## config.mk

```make
export PLATFORM = sky130hd
export DESIGN_NAME = riscv_lsu
export DESIGN_NICKNAME = d
export VERILOG_FILES = /design/src/rtl/riscv_lsu_pkg.sv /design/src/rtl/riscv_load_extend.sv /design/src/rtl/riscv_lsu.sv
export SDC_FILE = /design/constraint.sdc
export NUM_CORES = 1
export LEC_CHECK = 0
export ABC_AREA = 1
export BUFFER_PORTS_ARGS = -buffer_cell sky130_fd_sc_hd__buf_2
export CAP_MARGIN = 40
export CORE_MARGIN = 2
export CORE_UTILIZATION = 45
export DETAILED_ROUTE_END_ITERATION = 6
export PLACE_DENSITY = 0.85
export SYNTH_ARGS = -nofsm -noshare
export SYNTH_HDL_FRONTEND = slang
export SYNTH_SLANG_ARGS = --single-unit
```

## constraint.sdc

```tcl
create_clock -name clk -period 2.4 [get_ports clk]
set_clock_uncertainty 0.05 [all_clocks]
set_input_delay 0.24 -clock clk [delete_from_list [all_inputs] [get_ports clk]]
set_output_delay 0.24 -clock clk [all_outputs]
set_load 0.05 [all_outputs]
```

## src/rtl/riscv_lsu_pkg.sv

```systemverilog
// Shared definitions for the RV32I load/store unit.
//   lsu_state_e    : LSU FSM states (IDLE/REQ/WAIT/DONE)
//   funct3_load_e  : load funct3 encodings
//   funct3_store_e : store funct3 encodings
//   access_size_e  : decoded access width
//   BE_WIDTH       : byte-enable width of the data path
//   access_size()  : funct3 -> access width; undefined encodings map to word
package riscv_lsu_pkg;

  localparam int LSU_DATA_WIDTH = 32;
  localparam int BE_WIDTH       = LSU_DATA_WIDTH / 8;

  typedef enum logic [1:0] {
    IDLE = 2'd0,
    REQ  = 2'd1,
    WAIT = 2'd2,
    DONE = 2'd3
  } lsu_state_e;

  typedef enum logic [2:0] {
    LB  = 3'b000,
    LH  = 3'b001,
    LW  = 3'b010,
    LBU = 3'b100,
    LHU = 3'b101
  } funct3_load_e;

  typedef enum logic [2:0] {
    SB = 3'b000,
    SH = 3'b001,
    SW = 3'b010
  } funct3_store_e;

  typedef enum logic [1:0] {
    SZ_BYTE = 2'd0,
    SZ_HALF = 2'd1,
    SZ_WORD = 2'd2
  } access_size_e;

  function automatic access_size_e access_size(input logic we, input logic [2:0] funct3);
    access_size_e size;
    size = SZ_WORD;
    if (we) begin
      case (funct3)
        SB:      size = SZ_BYTE;
        SH:      size = SZ_HALF;
        default: size = SZ_WORD;
      endcase
    end else begin
      case (funct3)
        LB, LBU: size = SZ_BYTE;
        LH, LHU: size = SZ_HALF;
        default: size = SZ_WORD;
      endcase
    end
    return size;
  endfunction

endpackage

```

## src/rtl/riscv_load_extend.sv

```systemverilog
// Load data extraction: shifts the addressed lane down to bit 0 and applies
// sign or zero extension according to the load funct3.
//   funct3 : load funct3 (undefined values behave as LW)
//   offset : byte offset addr[1:0] of the access
//   rdata  : raw word returned by the data memory
//   result : extended load data
module riscv_load_extend
  import riscv_lsu_pkg::*;
#(
  parameter int DATA_WIDTH = 32
) (
  input  logic [2:0]            funct3,
  input  logic [1:0]            offset,
  input  logic [DATA_WIDTH-1:0] rdata,
  output logic [DATA_WIDTH-1:0] result
);

  access_size_e          size;
  logic [1:0]            lane;
  logic [DATA_WIDTH-1:0] shifted;
  logic                  sign;

  always_comb begin
    size = access_size(1'b0, funct3);
    // Halfwords only honour addr[1]; words ignore the offset entirely.
    case (size)
      SZ_BYTE: lane = offset;
      SZ_HALF: lane = {offset[1], 1'b0};
      default: lane = 2'b00;
    endcase
    shifted = rdata >> {lane, 3'b000};
    sign    = 1'b0;
    result  = shifted;
    case (size)
      SZ_BYTE: begin
        sign   = ~funct3[2] & shifted[7];
        result = {{(DATA_WIDTH-8){sign}}, shifted[7:0]};
      end
      SZ_HALF: begin
        sign   = ~funct3[2] & shifted[15];
        result = {{(DATA_WIDTH-16){sign}}, shifted[15:0]};
      end
      default: result = shifted;
    endcase
  end

endmodule

```

## src/rtl/riscv_lsu.sv

```systemverilog
// Load/store unit for the RV32I core. Accepts one decoded memory operation
// at a time, runs a req/gnt/rvalid handshake with a single-port data memory
// and returns extended load data with a one-cycle completion pulse.
// Optional feature macro: LSU_MISALIGN_TRAP_EN (misaligned half/word accesses
// complete with rsp_err_o=1 and issue no memory request).
//   clk, rst                : clock, synchronous active-high reset
//   req_valid_i/req_ready_o : core request handshake
//   req_we_i, req_funct3_i  : store/load select and width encoding
//   req_addr_i, req_wdata_i : effective byte address, rs2 store data
//   rsp_valid_o, rsp_rdata_o, rsp_err_o : completion pulse, load data, error
//   busy_o                  : operation in flight
//   mem_*                   : data memory request/response port
module riscv_lsu
  import riscv_lsu_pkg::*;
#(
  parameter int DATA_WIDTH = 32,
  parameter int ADDR_WIDTH = 32
) (
  input  logic                  clk,
  input  logic                  rst,
  input  logic                  req_valid_i,
  output logic                  req_ready_o,
  input  logic                  req_we_i,
  input  logic [2:0]            req_funct3_i,
  input  logic [ADDR_WIDTH-1:0] req_addr_i,
  input  logic [DATA_WIDTH-1:0] req_wdata_i,
  output logic                  rsp_valid_o,
  output logic [DATA_WIDTH-1:0] rsp_rdata_o,
  output logic                  rsp_err_o,
  output logic                  busy_o,
  output logic                  mem_req_o,
  input  logic                  mem_gnt_i,
  output logic [ADDR_WIDTH-1:0] mem_addr_o,
  output logic                  mem_we_o,
  output logic [BE_WIDTH-1:0]   mem_be_o,
  output logic [DATA_WIDTH-1:0] mem_wdata_o,
  input  logic                  mem_rvalid_i,
  input  logic [DATA_WIDTH-1:0] mem_rdata_i
);

  lsu_state_e            state_q, state_d;
  logic                  op_we_q;
  logic [2:0]            op_funct3_q;
  logic [1:0]            op_off_q;
  access_size_e          req_size;
  logic [BE_WIDTH-1:0]   req_be;
  logic [DATA_WIDTH-1:0] req_wdata;
  logic                  req_trap;
  logic                  accept;
  logic [DATA_WIDTH-1:0] load_data;

  // Byte enables and lane-replicated store data are computed from the
  // incoming request and registered at accept, so the memory side is a
  // stable register output for the whole REQ phase.
  always_comb begin
    req_size  = access_size(req_we_i, req_funct3_i);
    req_be    = '1;
    req_wdata = req_wdata_i;
    if (req_we_i) begin
      case (req_size)
        SZ_BYTE: begin
          req_be    = BE_WIDTH'(1) << req_addr_i[1:0];
          req_wdata = {(DATA_WIDTH/8){req_wdata_i[7:0]}};
        end
        SZ_HALF: begin
          req_be    = req_addr_i[1] ? 4'b1100 : 4'b0011;
          req_wdata = {(DATA_WIDTH/16){req_wdata_i[15:0]}};
        end
        default: req_be = '1;
      endcase
    end
  end

`ifdef LSU_MISALIGN_TRAP_EN
  logic err_q;
  always_comb begin
    req_trap = ((req_size == SZ_HALF) && req_addr_i[0]) ||
               ((req_size == SZ_WORD) && (req_addr_i[1:0] != 2'b00));
  end
  assign rsp_err_o = (state_q == DONE) && err_q;
`else
  assign req_trap  = 1'b0;
  assign rsp_err_o = 1'b0;
`endif

  assign accept      = (state_q == IDLE) && req_valid_i;
  assign req_ready_o = (state_q == IDLE) && !rst;
  assign busy_o      = (state_q != IDLE);
  assign mem_req_o   = (state_q == REQ);
  assign rsp_valid_o = (state_q == DONE);

  always_comb begin
    state_d = state_q;
    case (state_q)
      IDLE: if (req_valid_i) state_d = req_trap ? DONE : REQ;
      REQ:  if (mem_gnt_i) state_d = WAIT;
      WAIT: if (mem_rvalid_i) state_d = DONE;
      DONE: state_d = IDLE;
      default: state_d = IDLE;
    endcase
  end

  riscv_load_extend #(
    .DATA_WIDTH(DATA_WIDTH)
  ) u_load_extend (
    .funct3 (op_funct3_q),
    .offset (op_off_q),
    .rdata  (mem_rdata_i),
    .result (load_data)
  );

  always_ff @(posedge clk) begin
    if (rst) begin
      state_q     <= IDLE;
      op_we_q     <= 1'b0;
      op_funct3_q <= '0;
      op_off_q    <= '0;
      mem_addr_o  <= '0;
      mem_we_o    <= 1'b0;
      mem_be_o    <= '0;
      mem_wdata_o <= '0;
      rsp_rdata_o <= '0;
`ifdef LSU_MISALIGN_TRAP_EN
      err_q       <= 1'b0;
`endif
    end else begin
      state_q <= state_d;
      if (accept) begin
        op_we_q     <= req_we_i;
        op_funct3_q <= req_funct3_i;
        op_off_q    <= req_addr_i[1:0];
        mem_addr_o  <= {req_addr_i[ADDR_WIDTH-1:2], 2'b00};
        mem_we_o    <= req_we_i;
        mem_be_o    <= req_be;
        mem_wdata_o <= req_wdata;
        if (req_trap) rsp_rdata_o <= '0;
`ifdef LSU_MISALIGN_TRAP_EN
        err_q       <= req_trap;
`endif
      end
      if ((state_q == WAIT) && mem_rvalid_i) begin
        rsp_rdata_o <= op_we_q ? '0 : load_data;
      end
    end
  end

endmodule

```

* Word level (Yosys, flattened, before mapping)
Index checks and enable logic that the tools add are counted.
** Word-level totals
- Register bits :: 106
- Bits of input ports :: 105
** Operators by class
- Equality and inequality tests :: 14
- Shift-type cells :: 2
- Mux-type cells :: 16
- Bitwise gates (word level) :: 3
- Reductions and logical operators :: 15
** Operators with widths (count)
- 32-bit case mux with 2 select lines :: 2
- 32-bit two-way mux :: 2
- 32-bit by 5-bit >> shifter with 32-bit output :: 1
- 2-bit case mux with 2 select lines :: 4
- 3-bit equality test (second input constant) :: 4
- 2-bit two-way mux :: 4
- 4-bit two-way mux :: 2
- 2-bit case mux with 4 select lines :: 1
- 4-bit case mux with 2 select lines :: 1
- 2-bit OR reduction :: 4
- 2-bit by 1-bit equality test with 1-bit output (second input constant) :: 3
- 3-bit by 1-bit equality test with 1-bit output (second input constant) :: 2
- 2-bit logical NOT :: 3
- 3-bit logical NOT :: 2
- 2-bit equality test (second input constant) :: 2
- 2-bit != test (second input constant) :: 2
- 1-bit by 2-bit << shifter with 4-bit output (first input constant) :: 1
- 1-bit logical AND :: 3
- 3-bit AND reduction :: 1
- 1-bit AND :: 2
- 2-bit by 1-bit != test with 1-bit output (second input constant) :: 1
- 2-bit nonzero test :: 1
- 1-bit logical NOT :: 1
- 1-bit NOT :: 1

* Logic depth before layout (Yosys ltp)
Gate-level depths: netlist of run 1.
- Depth in word-level cells :: 9
- Depth in mapped cells :: 11
- Gate-level depth less buffers :: 10

* Modules after synthesis
Synthesis of run 1 repeated with hierarchy kept, for this count alone.
** Second synthesis, totals
- Cell total of the unflattened synthesis :: 741
- Area, all modules :: 5352.6 um^2
** Modules (own cells, without submodules)
- riscv_lsu :: instances 1, cells an instance 574, area each 4361.7 um^2, seq. area each 2122.0 um^2
- riscv_load_extend :: instances 1, cells an instance 167, area each 991.0 um^2, seq. area each 0.0 um^2

* Worst setup path before layout of run 1
OpenSTA, ideal clock, no wires.
- Path kind :: register to output
- From :: reg state_q[0]
- To :: out req_ready_o
- Data arrival time :: 1517 ps
- Data required time :: 2110 ps
- Setup slack :: 593 ps
- Stages on the path, launching flop included :: 5
- Buffers on the path :: 0
- Cell sequence :: dfxtp_1 inv_1 ha_1 inv_1 nor2_1
** On the way
- Cells in the longest elaborated chain, start to end :: 2
** RTL lines
- start, declared :: line riscv_lsu.sv:41 : lsu_state_e state_q, state_d;
- start signal, assigned :: line riscv_lsu.sv:127 : state_q <= state_d;
- 2-bit logical NOT :: line riscv_lsu.sv:87 : assign req_ready_o = (state_q == IDLE) && !rst;
- 1-bit logical AND :: line riscv_lsu.sv:87
- end, declared :: line riscv_lsu.sv:22 : output logic req_ready_o,
Every way passes these cells.

* Worst setup path in the final report of run 1
- From :: reg op_funct3_q[1]
- To :: reg rsp_rdata_o[19]
** On the way
- Cells in the longest elaborated chain, start to end :: 9
- Elaborated cells on any way between the ends :: 15
- Those cells by class :: eq/ne: 4; shift: 1; mux: 4; bitwise: 2; reduce/logical: 4
** RTL lines
- start, declared :: line riscv_lsu.sv:43 : logic [2:0] op_funct3_q;
- start signal, assigned :: line riscv_lsu.sv:130 : op_funct3_q <= req_funct3_i;
- 3-bit by 1-bit equality test with 1-bit output, or another cell as far along :: line riscv_lsu_pkg.sv:50 : case (funct3)
- 2-bit OR reduction :: line riscv_lsu_pkg.sv:50
- 2-bit case mux with 2 select lines * :: line riscv_lsu_pkg.sv:50
- 2-bit by 1-bit equality test with 1-bit output or 2-bit logical NOT (tied branches) :: line riscv_load_extend.sv:26, riscv_load_extend.sv:34
- 2-bit case mux with 2 select lines :: line riscv_load_extend.sv:26 : case (size)
- 32-bit by 5-bit >> shifter with 32-bit output :: line riscv_load_extend.sv:31 : shifted = rdata >> {lane, 3'b000};
- 1-bit AND, on equally long branches :: line riscv_load_extend.sv:40, riscv_load_extend.sv:36
- 32-bit case mux with 2 select lines * :: line riscv_load_extend.sv:34 : case (size)
- 32-bit two-way mux * :: line riscv_lsu.sv:142 : rsp_rdata_o <= op_we_q ? '0 : load_data;
- end signal, assigned :: line riscv_lsu.sv:142
- end, declared :: line riscv_lsu.sv:28 : output logic [DATA_WIDTH-1:0] rsp_rdata_o,
Mark *: on every way between the ends. The rest lies on a longest branch, timed or not.
A chain may end at the register's enable or synchronous reset.

==> qor.yml, run 1 <==
logic_synthesis:
  ys.flop_type: "dfxtp_1"
  synth-edff-count: 0
  synth_common_cells: "nand2_1, dfxtp_1, nor2_1"
  synth_top_cell_by_area: "dfxtp_1"
  syn-mean-instance-area_sq_um: 7.31
  synthMostInstantiatedCell: "nand2_1"
  synth_area_sq_um: 4820
  ys_async_sr_fraction: 0
  synth_warnings: 0
  netlist.area_leader.share: 0.440
  synthCells: 659
  synth_seq_area_share: 0.440
  synth_area_leaders: "dfxtp_1, nand2_1, o21ai_0, nor2_1, a21oi_1"
  synth_seq_cells: 106
  synth.distinct_cells: 34
worst_setup_path:
  rr_startpoint: "op_funct3_q[1]"
  critPathLaunch: "op_funct3_q[1]"
  r2r_slack_ns: 0.45
  worst-path-max-fanout: 16
  worstPathArrival_ns: 2.13
  endpoint: "rsp_rdata_o[19]"
  critPathLaunchType: "flip-flop"
  critPathCaptureType: "flip-flop"
  critPathKind: "reg2reg"
  r2r-end: "rsp_rdata_o[19]"
  reg2reg_depth: 7
  crit_required_ns: 2.58
clocking:
  path_clk_slew_ns: 0.12
  cts_tree: "done"
  clk_path_buf_depth: 2
  cts-htree-levels: 3
  clk_latency_ns: 0.37
  root_buffer: "clkbuf_8"
  hold_buffers: 0
  cts_num_sinks: 106
  post_cts_resized: 0
  numCtsBuffers: 9
  cts_setup_buffers: 0
hold_path:
  worstHoldPathType: "in2reg"
  min_from: "req_wdata_i[16]"
status:
  status: "finished clean"
finish:
  multiInputGateArea_sq_um: 2300
  seqCellArea_sq_um: 2120
  diodes: 0
  area_growth_pct: 27.2
  nets: 955
  drive_gt1_frac: 0.321
  fillers: 1016
  fin_util: 0.591
  final_area_sq_um: 6130
global_routing:
  grt.total_usage: 0.237
  grt_use_met2: 0.420
  grt_start_max_net_pins: 47
  grt_busiest_layer: "met2"
  grt_pass1_vias: 4688
  grt_use_met3: 0.0569
  grt-ovfl-total: 0
  grtUsageMet1: 0.285
  antenna_found_initial: 0
  grt_pass1_wl_mm: 22.0
floorplan:
  core-area_sq_um: 10400
  die_x_microns: 107
  die_h_microns: 107
  initial_core_util: 0.465
  pin_count: 211
  dieArea_sq_um: 11600
  rows: 37
sta:
  slew_headroom: 0.633
  fmax_ghz: 0.514
  slew_violations: 0
  tightestPinTransition_ns: 0.551
  setup_viol: 0
  rsz0062_at_grt: "false"
  finalCriticalPeriod_ns: 1.95
  hold_viol: 0
  finalSetupTns_ns: 0
  fin_crit_sh: 0.811
job:
  drv_cap: 0
power_and_ir_drop:
  powerDensity_nw_per_um2: 1170
  fin_total_pwr_mw: 7.15
  power_leakage_nw: 3.02
  worst_ir_drop_vdd_uv: 599
drt:
  wl_mm: 13.9
  ant_nets: 0
  vias: 4992
  drt-initial-drc-count: 239
  dr.pass1.iters: 5
  vias_per_cell: 5.06
  drc_errors: 0
  wire_per_inst_microns: 14.1
placed_design:
  hpwl_mm: 10.3
  port_buffers: 207
  place_area_sq_um: 5900
  gp_congestion: 0.947
==> worst max-delay path, cell delays in order (launching register included) <==
cell and delay [ns]:
dfxtp_1 0.61, inv_2 0.21, nand2_1 0.20, nand3_1 0.16, nand3_4 0.16, nand3_4 0.24, nand2_1 0.13, a21oi_1 0.07
==> per-stage QoR <==
step                      setup slack, ns  cells  hold slack (ns)
after CTS                           0.461    986           0.0275
after detailed placement            0.474    970            0.398
final                               0.453    986           0.0457
after floorplan                     0.593    661            0.336
after global routing                0.258    986           0.0460
after global placement              0.548    970            0.400
==> area by class of cell <==
type,count,area share
inverter,42,0.0257
timing repair buffer,220,0.187
multi-input combinational,466,0.376
clock buffer,9,0.0202
tap,136,0.0278
clock inverter,7,0.0171
sequential,106,0.346
==> state kept, by name (all words and copies together) (netlist names) <==
signal,flops
rsp_rdata_o,32
mem_be_o,4
op_off_q,2
state_q,2
op_we_q,1
op_funct3_q,3
mem_wdata_o,32
mem_addr_o,30
==> report_power, final <==
part / internal, mW / switching [mW]
combinational: 0.879 / 2.67
sequential: 2.15 / 0.219
clock: 0.525 / 0.709
total: 3.55 / 3.60
==> layout by cell type, fill, tap and decap left out, drive strengths merged <==
cell type,Yosys,final
a31oi,9,9
o21a,3,3
dfxtp,106,106
buf,21,220
a311oi,3,3
bufinv,0,1
clkinv,4,7
nor2,89,89
ha,5,5
clkbuf,26,9
conb,1,3
nor3,1,1
nand2,139,139
o221ai,1,1
o211ai,14,14
inv,38,41
a211oi,3,3
o21ai,84,84
a21oi,59,59
o31a,1,1
nand3,52,52
==> metal layers <==
| metal | wire [microns] | up-vias | part of all wire |
|---|---|---|---|
| met3 | 1230 | 24 | 0.089 |
| met4 | 253 | 0 | 0.018 |
| li1 | - | 2538 | - |
| met2 | 6740 | 208 | 0.48 |
| met1 | 5710 | 2222 | 0.41 |
| met5 | 0 | - | 0 |
==> worst min-delay path by stage <==
stage / end / depth (start not counted) / slack (ns)
after global placement: mem_wdata_o[2] / 1 / 0.40
final: mem_wdata_o[16] / 3 / 0.05
after detailed placement: mem_wdata_o[2] / 1 / 0.40
after CTS: mem_wdata_o[16] / 3 / 0.03
after floorplan: mem_wdata_o[16] / 2 / 0.34
after global routing: mem_wdata_o[21] / 3 / 0.05
==> logic make-up after synthesis <==
kind of cell               share of synthesized area
and+or+nand+nor                                0.250
AOI/OAI and AO/OA                              0.213
DFF                                            0.440
buffers and inverters                         0.0834
adders and majority gates                     0.0130
other                                       0.000778
No activity file was read; power rests on OpenSTA's default activity.
==> inputs of run 2 (changes only) <==
==> constraint.sdc (replaced) <==
create_clock -name clk -period 2 [get_ports clk]
set_clock_uncertainty 0.05 [all_clocks]
set_input_delay 0.2 -clock clk [delete_from_list [all_inputs] [get_ports clk]]
set_output_delay 0.2 -clock clk [all_outputs]
set_load 0.05 [all_outputs]
==> run 2 against run 1 <==
Critical path depth did not move. First-iteration DRC count rose by 28%. Highest routed layer unchanged. Sequential share of layout area rose by 0.099 points. Global-route usage rose by 0.39 points. Fmax rose by 8.9%. Worst setup slack got worse by 0.24 ns. Non-clock buffer count rose by 3. Worst hold slack got worse by 0.031 ns. Core utilization fell by 0.17 points. Critical path type unchanged. Clock-buffer cell count did not move.
==> qor.yml, run 2 (same netlist as run 1, synthesis figures left out) <==
clocking:
  cts_tree: "done"
  root_buffer: "clkbuf_8"
  clk_latency_ns: 0.36
  numCtsBuffers: 9
  cts_num_sinks: 106
  cts-htree-levels: 3
  hold_buffers: 0
  clk_path_buf_depth: 2
  path_clk_slew_ns: 0.11
  cts_setup_buffers: 0
worst_setup_path:
  crit_required_ns: 2.19
  critPathKind: "reg2reg"
  worst-path-max-fanout: 16
  critPathLaunch: "op_funct3_q[1]"
  critPathLaunchType: "flip-flop"
  critPathCaptureType: "flip-flop"
  worstPathArrival_ns: 1.98
  rr_startpoint: "op_funct3_q[1]"
floorplan:
  dieArea_sq_um: 11600
  rows: 37
  die_x_microns: 107
  pin_count: 211
  core-area_sq_um: 10400
  die_h_microns: 107
  initial_core_util: 0.465
drt:
  ant_nets: 0
  wl_mm: 14.2
  wire_per_inst_microns: 14.3
  dr.pass1.iters: 5
  vias_per_cell: 5.17
  drt-initial-drc-count: 307
  drc_errors: 0
  vias: 5112
hold_path:
  worstHoldPathType: "in2reg"
  min_from: "req_wdata_i[16]"
placed_design:
  hpwl_mm: 10.3
  place_area_sq_um: 5920
  post-place-ws_ns: 0.110
  port_buffers: 207
  gp_congestion: 0.902
status:
  status: "finished clean"
global_routing:
  grt-ovfl-total: 0
  grt_pass1_vias: 4768
  grt.total_usage: 0.241
  grt_pass1_wl_mm: 22.4
  grt_start_max_net_pins: 63
  antenna_found_initial: 0
finish:
  multiInputGateArea_sq_um: 2300
  drive_gt1_frac: 0.324
  nets: 958
  seqCellArea_sq_um: 2120
  area_growth_pct: 26.9
  diodes: 0
  layout_common_cells: "buf_2, nand2_1, dfxtp_1, nor2_1, o21ai_0"
  fillers: 993
  top_regs: "mem_wdata_o x32, rsp_rdata_o x32, mem_addr_o x30"
  final_area_sq_um: 6110
  layout_commonest_cell: "buf_2"
  fin_util: 0.589
sta:
  setup_viol: 0
  fin_ws_ns: 0.212
  finalCriticalPeriod_ns: 1.79
  rsz0062_at_grt: "false"
  hold_viol: 0
  fin_crit_sh: 0.894
  fmax_ghz: 0.559
  slew_violations: 0
  finalSetupTns_ns: 0
power_and_ir_drop:
  worst_ir_drop_vdd_uv: 964
  fin_total_pwr_mw: 8.42
  power_leakage_nw: 3.02
  powerDensity_nw_per_um2: 1380
job:
  drv_cap: 0
[run 2: repair_timing]
item	in CTS	in global routing
endpoints found under the setup margin	0	4
gates resized for setup	0	1
endpoints found under the hold margin	0	0
[run 2: power by group]
part           internal, mW  switching (mW)
Combinational          1.06            3.20
Clock                 0.479           0.816
Sequential             2.58           0.279
[run 2: layout make-up]
cell class	count	area share
well taps	136	0.0278
flip-flops and latches	106	0.347
clock inverters	7	0.0100
multi-input cells	466	0.377
repair buffers	223	0.192
clock buffers	9	0.0203
inverters	42	0.0258
[run 2: final timing paths]
path / to / slack, ns / depth (start not counted)
max reg2reg: rsp_rdata_o[18] / 0.21 / 7
min: mem_wdata_o[16] / 0.01 / 3
min reg2reg: rsp_rdata_o[5] / 0.42 / 2
max: rsp_rdata_o[18] / 0.21 / 7
[run 2: metal layers]
metal,track usage,wire [microns]
met1,0.292,5710
met2,0.420,6870
met3,0.0472,1220
met4,0.0980,380
met5,0,0
[run 2: metrics by stage]
stage,hold WS [ns],std cells
after global placement,0.388,973
after global routing,0.0220,989
final,0.0150,989
after CTS,0.00428,989
after detailed placement,0.396,973
after floorplan,0.296,661
[run 2: critical path, cell delays in order (launching register included)]
cell and delay, ns:
dfxtp_1 0.49, inv_2 0.17, nand2_1 0.18, nand3_1 0.18
nand3_4 0.17, nand3_4 0.23, nand2_1 0.13, a21oi_1 0.07
